==> src/rtl/conv_window_sched.sv <==
// Layer-pass sequencer for a KxK convolution: walks output positions in raster order,
// drives the window address generator, gates the MAC accumulator and hands each result to write-back.
module conv_window_sched #(
   parameter int IMG_W    = 48,
   parameter int IMG_H    = 48,
   parameter int K        = 3,
   parameter int MAC_LAT  = 2,
   parameter int ADDR_B_W = 13,
   parameter int ADDR_A_W = 4,
   parameter int OUT_W    = 12
) (
   input  logic                clk,
   input  logic                rst,
   input  logic                start,
   input  logic [ADDR_B_W-1:0] img_base,
   input  logic [ADDR_A_W-1:0] kern_base,
   output logic                busy,
   output logic                done,
   output logic                win_en,
   output logic [ADDR_A_W-1:0] base_addrA,
   output logic [ADDR_B_W-1:0] base_addrB,
   output logic                acc_clr,
   output logic                acc_en,
   output logic                out_valid,
   input  logic                out_ready,
   output logic [OUT_W-1:0]    out_addr
);

   localparam int TAPS  = K * K;
   localparam int TAP_W = $clog2(TAPS + 1);
   localparam int DRN_W = $clog2(MAC_LAT + 1);
   localparam int COL_W = $clog2(IMG_W);
   localparam int ROW_W = $clog2(IMG_H);

   localparam logic [TAP_W-1:0]    TAP_LAST   = TAP_W'(TAPS - 1);
   localparam logic [DRN_W-1:0]    DRAIN_LAST = DRN_W'(MAC_LAT - 1);
   localparam logic [COL_W-1:0]    COL_LAST   = COL_W'(IMG_W - K);
   localparam logic [ROW_W-1:0]    ROW_LAST   = ROW_W'(IMG_H - K);
   localparam logic [ADDR_B_W-1:0] WRAP_STEP  = ADDR_B_W'(K);

   typedef enum logic [2:0] {
      S_IDLE  = 3'd0,
      S_LOAD  = 3'd1,
      S_FETCH = 3'd2,
      S_DRAIN = 3'd3,
      S_WRITE = 3'd4,
      S_DONE  = 3'd5
   } state_t;

   state_t             state_r;
   state_t             state_nxt_s;
   logic [TAP_W-1:0]   tap_r;
   logic [DRN_W-1:0]   drain_r;
   logic [COL_W-1:0]   col_r;
   logic [ROW_W-1:0]   row_r;
   logic [MAC_LAT-1:0] acc_pipe_r;
   logic               last_pos_s;
   logic               accept_s;

   // Next-state decode and write-back handshake detection.
   always_comb begin
      state_nxt_s = state_r;
      last_pos_s  = (row_r == ROW_LAST) && (col_r == COL_LAST);
      accept_s    = (state_r == S_WRITE) && out_ready;
      case (state_r)
         S_IDLE: begin
            if (start) state_nxt_s = S_LOAD;
            else       state_nxt_s = S_IDLE;
         end
         S_LOAD:  state_nxt_s = S_FETCH;
         S_FETCH: begin
            if (tap_r == TAP_LAST) state_nxt_s = S_DRAIN;
            else                   state_nxt_s = S_FETCH;
         end
         S_DRAIN: begin
            if (drain_r == DRAIN_LAST) state_nxt_s = S_WRITE;
            else                       state_nxt_s = S_DRAIN;
         end
         S_WRITE: begin
            if (accept_s) begin
               if (last_pos_s) state_nxt_s = S_DONE;
               else            state_nxt_s = S_LOAD;
            end else begin
               state_nxt_s = S_WRITE;
            end
         end
         S_DONE:  state_nxt_s = S_IDLE;
         default: state_nxt_s = S_IDLE;
      endcase
   end

   // State register.
   always_ff @(posedge clk) begin
      if (rst) state_r <= S_IDLE;
      else     state_r <= state_nxt_s;
   end

   // Tap and drain counters run only inside their phase and rest at zero otherwise.
   always_ff @(posedge clk) begin
      if (rst) begin
         tap_r   <= '0;
         drain_r <= '0;
      end else begin
         tap_r   <= (state_r == S_FETCH) ? tap_r + TAP_W'(1) : '0;
         drain_r <= (state_r == S_DRAIN) ? drain_r + DRN_W'(1) : '0;
      end
   end

   // Position tracking; the window address is stepped incrementally, +K on a row wrap.
   always_ff @(posedge clk) begin
      if (rst) begin
         row_r      <= '0;
         col_r      <= '0;
         out_addr   <= '0;
         base_addrA <= '0;
         base_addrB <= '0;
      end else begin
         case (state_r)
            S_IDLE: begin
               row_r    <= '0;
               col_r    <= '0;
               out_addr <= '0;
               if (start) begin
                  base_addrA <= kern_base;
                  base_addrB <= img_base;
               end else begin
                  base_addrA <= '0;
                  base_addrB <= '0;
               end
            end
            S_WRITE: begin
               if (accept_s && !last_pos_s) begin
                  out_addr <= out_addr + OUT_W'(1);
                  if (col_r == COL_LAST) begin
                     col_r      <= '0;
                     row_r      <= row_r + ROW_W'(1);
                     base_addrB <= base_addrB + WRAP_STEP;
                  end else begin
                     col_r      <= col_r + COL_W'(1);
                     base_addrB <= base_addrB + ADDR_B_W'(1);
                  end
               end
            end
            S_DONE: begin
               row_r      <= '0;
               col_r      <= '0;
               out_addr   <= '0;
               base_addrA <= '0;
               base_addrB <= '0;
            end
            default: begin
               row_r <= row_r;
            end
         endcase
      end
   end

   // Control strobes are registered from the next state so they line up with the state they describe.
   always_ff @(posedge clk) begin
      if (rst) begin
         busy      <= 1'b0;
         done      <= 1'b0;
         win_en    <= 1'b0;
         acc_clr   <= 1'b0;
         out_valid <= 1'b0;
      end else begin
         busy      <= (state_nxt_s != S_IDLE) && (state_nxt_s != S_DONE);
         done      <= (state_nxt_s == S_DONE);
         win_en    <= (state_nxt_s == S_FETCH);
         acc_clr   <= (state_nxt_s == S_LOAD);
         out_valid <= (state_nxt_s == S_WRITE);
      end
   end

   // MAC-latency delay line from win_en to acc_en.
   always_ff @(posedge clk) begin
      if (rst || (state_r == S_IDLE)) begin
         acc_pipe_r <= '0;
      end else begin
         acc_pipe_r[0] <= win_en;
         for (int i = 1; i < MAC_LAT; i++) begin
            acc_pipe_r[i] <= acc_pipe_r[i-1];
         end
      end
   end

   assign acc_en = acc_pipe_r[MAC_LAT-1];

endmodule
==> config.mk <==
export PLATFORM = sky130hd
export DESIGN_NAME = conv_window_sched
export DESIGN_NICKNAME = d
export VERILOG_FILES = /design/src/rtl/conv_window_sched.sv
export SDC_FILE = /design/constraint.sdc
export NUM_CORES = 1
export LEC_CHECK = 0
export ABC_AREA = 1
export ABC_CLOCK_PERIOD_IN_PS = 3490
export CAP_MARGIN = 40
export CORE_ASPECT_RATIO = 2
export CORE_MARGIN = 2
export CORE_UTILIZATION = 56
export CTS_CLUSTER_DIAMETER = 200
export CTS_CLUSTER_SIZE = 24
export DETAILED_ROUTE_END_ITERATION = 6
export PLACE_DENSITY_LB_ADDON = 0.08
export SLEW_MARGIN = 15
export SYNTH_ARGS = -nofsm -noshare
export SYNTH_HDL_FRONTEND = slang
export SYNTH_SLANG_ARGS = --single-unit
==> constraint.sdc <==
create_clock -name clk -period 3.49 [get_ports clk]
set_input_delay 0.698 -clock clk [delete_from_list [all_inputs] [get_ports clk]]
set_output_delay 0.698 -clock clk [all_outputs]
set_load 0.01 [all_outputs]
==> summary.md <==
| Metric | Value |
|---|---|
| Outcome | `finished, final reports clean` |
| Largest net degree at the start of global routing | `39` |
| Layout Nets | `between 500 and 600` |
| Final wirelength | `about 7200 um` |
| Die area | `around 5900 um2` |
| CTS buffer count | `9` |
| Overflow left after global routing | `0` |
| R2r endpoint | `row_r[1]$_SDFFE_PP0P_` |
| Clk Tree Root Cell | `clkbuf_8` |
| Met1 usage | `~26%` |
| Multi-input logic area | `1540 um2` |
| Die X | `between 50 and 60 um` |
| Post-Synthesis Net Count | `446` |
| DRC violations left | `0` |
| Min-Delay Endpoint | `acc_pipe_r[1]$_SDFF_PP0_` |
| Syn Area/Cell | `between 7 and 8 um2` |
| Setup WS pre-CTS | `roughly 930 ps` |
| Commonest cells after routing, fill and taps aside | `nand2_1 (76), dfxtp_1 (57), clkdlybuf4s50_1 (55)` |
| Slowest CP cell | `nand2_2` |
| Layer with the highest usage | `met2` |
| Vias in the first global route | `~2,800` |
| F_max | `approximately 450 MHz` |
| Max-cap violations | `0` |
| Hold Path Class | `flip-flop to flip-flop` |
| Most frequent CP cell | `nand2_2` |
| Final Hold Viols | `0` |
| Origin of the critical flop-to-flop path | `state_r[1]$_SDFF_PP0_` |
| Cts-stage hold buffer count | `0` |
| CTS tree | `done` |
| Register bit total from synthesis | `57` |
| Slew Viols, Final | `0` |
| Seq/Total Area, Yosys | `38.4%` |
| Fin worst setup slack | `1250 ps` |
| Flop-to-flop setup slack | `1250 ps` |
| Post-synthesis mux area share | `0%` |
| CTS Buffer Depth | `2` |
| Slew headroom | `53.5%` |
| Commonest non-fill, non-tap cell in the layout | `nand2_1` |
| Compound-Gate Fraction of Synth Area | `14.5%` |
| Met3 Track Usage GR | `5.91%` |
| Tmin final | `roughly 2200 ps` |
| Setup TNS | `0 ps` |
| I/O Buffers | `55` |
| Clock-pin slew on the worst setup and hold paths | `70 ps` |
| Simple-Gate Fraction of Synth Area | `a little under a third` |
| Initial Utilization | `~58%` |
| Vias per cell | `about 5.5` |
| LEAKAGE | `about 0.0014 uW` |
| Clock skew | `roughly 9 ps` |
| Register area | `approximately 1100 um2` |
| Layout cells sized above 1 | `approximately 9.2%` |
| CTS sink count | `57` |
| Post-DP HPWL | `~5000 um` |
| Hold Path Origin | `acc_pipe_r[0]$_SDFF_PP0_` |
| Main combinational cell family by area after synthesis | `simple AND/OR/NAND/NOR gates` |
| Hold Path Stages | `2` |
| Adder-cell share of the synthesized area | `under 10%` |
| Area grow syn2layout | `25.7%` |
| RSZ-0062 raised after global routing | `false` |
| Vias | `between 2,000 and 3,000` |
| Chip Height | `approximately 110 um` |
| Pwr dens | `between 400 and 500 nW/um2` |
| Setup violations, final | `0` |
| Core area | `roughly 5100 um2` |
| Total Power | `1640 uW` |
| Antenna violations before repair | `0` |
| Cells after DPL | `between 500 and 600` |
| Post-Syn Area | `about 3000 um2` |
| Latest clock arrival within the worst-skew pair | `roughly 340 ps` |
| I/O Pins | `56` |
| Synth cell types | `about 40` |
| CP Data Required Time | `3720 ps` |
| Routability Congestion | `between 0.8 and 0.9` |
| Syn. warnings | `0` |
| Grt met2 use | `a little under half` |
| H-tree depth | `3` |
| First-pass GRT wire length | `between 10,000 and 15,000 um` |
| Cells after Synth | `~420` |
| Worst EP arrival | `around 2500 ps` |
| # diodes | `0` |
| Rows | `37` |
| Worst-path fanout max | `38` |
| Reg2Reg Depth | `10` |
| Post-Layout Cell Count | `536` |
| DRT Pass-1 Iters | `5` |
| CP Capture Type | `flip-flop` |
| Synth Area in XOR/XNOR | `around 1.8%` |
| Setup Crit Path Kind | `flip-flop to flip-flop` |
| Least-Margin Pin Slew | `between 600 and 700 ps` |
| GRT Util Overall | `about 26%` |
| Post-CTS resize count | `0` |
| Antenna Nets Post-Route | `0` |
| DR iter-0 viols | `between 100 and 150` |
| Filler Cells Inserted | `between 400 and 500` |
| Post CTS Setup Buffer Count | `0` |
| DR WL/cell | `around 13 um` |
| Final period utilization | `between 60% and 70%` |
| Critical path cell sequence | `nor2_2 > nand2_2 > inv_2 > nand3_2 > nand2_2 > nand2_2 > inv_2 > o21ai_1 > o21ai_1 > nor2_1` |
| CP max stage delay | `about 530 ps` |
| Max IR drop VDD | `~0.47 mV` |
| CP startpoint kind | `flip-flop` |
-- layout make-up --
type,count,share of cell area [%]
inverters,52,5.29
clock inverters,6,2.21
multi-input cells,295,41.3
flip-flops and latches,57,30.5
clock buffers,10,3.41
well taps,58,1.94
repair buffers,58,15.3
-- worst max-delay path: cells and delay by family (launching register included) --
kind	cells	cell delay, ps
and+or+nand+nor	6	1160
buffers and inverters	2	430
DFF	1	360
AOI/OAI and AO/OA	2	170
-- cells in the mapped netlist (all sizes together) --
cell / number / area [um2]
a32oi: 1 / 8.76
xor2: 3 / 26.3
xnor2: 3 / 26.3
nor2: 52 / 224
and2: 1 / 6.26
a21oi: 45 / 225
o211ai: 1 / 7.51
and3: 1 / 6.26
nor3: 13 / 80.1
ha: 9 / 113
or2: 3 / 18.8
a21o: 2 / 15.0
a31oi: 2 / 12.5
a211oi: 2 / 25.0
o21bai: 1 / 7.51
clkbuf: 2 / 7.51
nand2: 84 / 335
nor4: 1 / 6.26
nand3b: 2 / 18.8
buf: 10 / 85.1
nor3b: 1 / 7.51
o21ai: 26 / 130
inv: 52 / 198
dfxtp: 57 / 1140
nand3: 27 / 150
nand4: 15 / 93.8
-- per-layer routing --
metal	routed length [um]	up-vias
met3	390	28
met2	3810	106
met4	251	0
li1	-	1485
met5	0	-
met1	2710	1327
-- cells by family after synthesis --
kind of cell / after synthesis
AND/OR/NAND/NOR: 200
AO/OA/AOI/OAI: 80
buffers and inverters: 64
flip-flops: 57
adder cells (fa/ha/maj): 9
XOR/XNOR: 6
-- where the power goes --
| group | internal, uW | switching (uW) | total (uW) | leakage [uW] |
|---|---|---|---|---|
| Sequential | 682 | 36.3 | 718 | 0.000464 |
| Combinational | 107 | 142 | 249 | 0.000838 |
| Clock | 398 | 271 | 669 | 0.000106 |
-- registers in the layout (all words and copies together) (netlist names) --
signal	cells
base_addrB	13
out_addr	12
col_r	6
row_r	6
base_addrA	4
tap_r	4
state_r	3
acc_pipe_r	2
drain_r	2
acc_clr	1
busy	1
done	1
out_valid	1
win_en	1
-- through the flow --
step                      utilization [%]  cell area, um2  hold WS [ps]
after detailed placement             68.5            3520           408
after CTS                            72.6            3730           419
after global routing                 72.8            3740           447
final                                72.8            3740           413
after global placement               68.5            3520           401
after floorplan                         -            2980           394
-- worst max-delay path by stage --
| stage | end | slack, ps | from |
|---|---|---|---|
| 2_1_floorplan | base_addrB[8]$_SDFFE_PP0P_ | 1680 | col_r[0]$_SDFFE_PP0P_ |
| 3_3_place_gp | col_r[0]$_SDFFE_PP0P_ | 990 | out_ready |
| 3_5_place_dp | row_r[1]$_SDFFE_PP0P_ | 930 | out_ready |
| 4_1_cts | row_r[1]$_SDFFE_PP0P_ | 1260 | state_r[1]$_SDFF_PP0_ |
| 5_1_grt | col_r[3]$_SDFFE_PP0P_ | 1030 | row_r[0]$_SDFFE_PP0P_ |
| 6_report | row_r[1]$_SDFFE_PP0P_ | 1250 | state_r[1]$_SDFF_PP0_ |
Power figures use the tool's default switching activity.
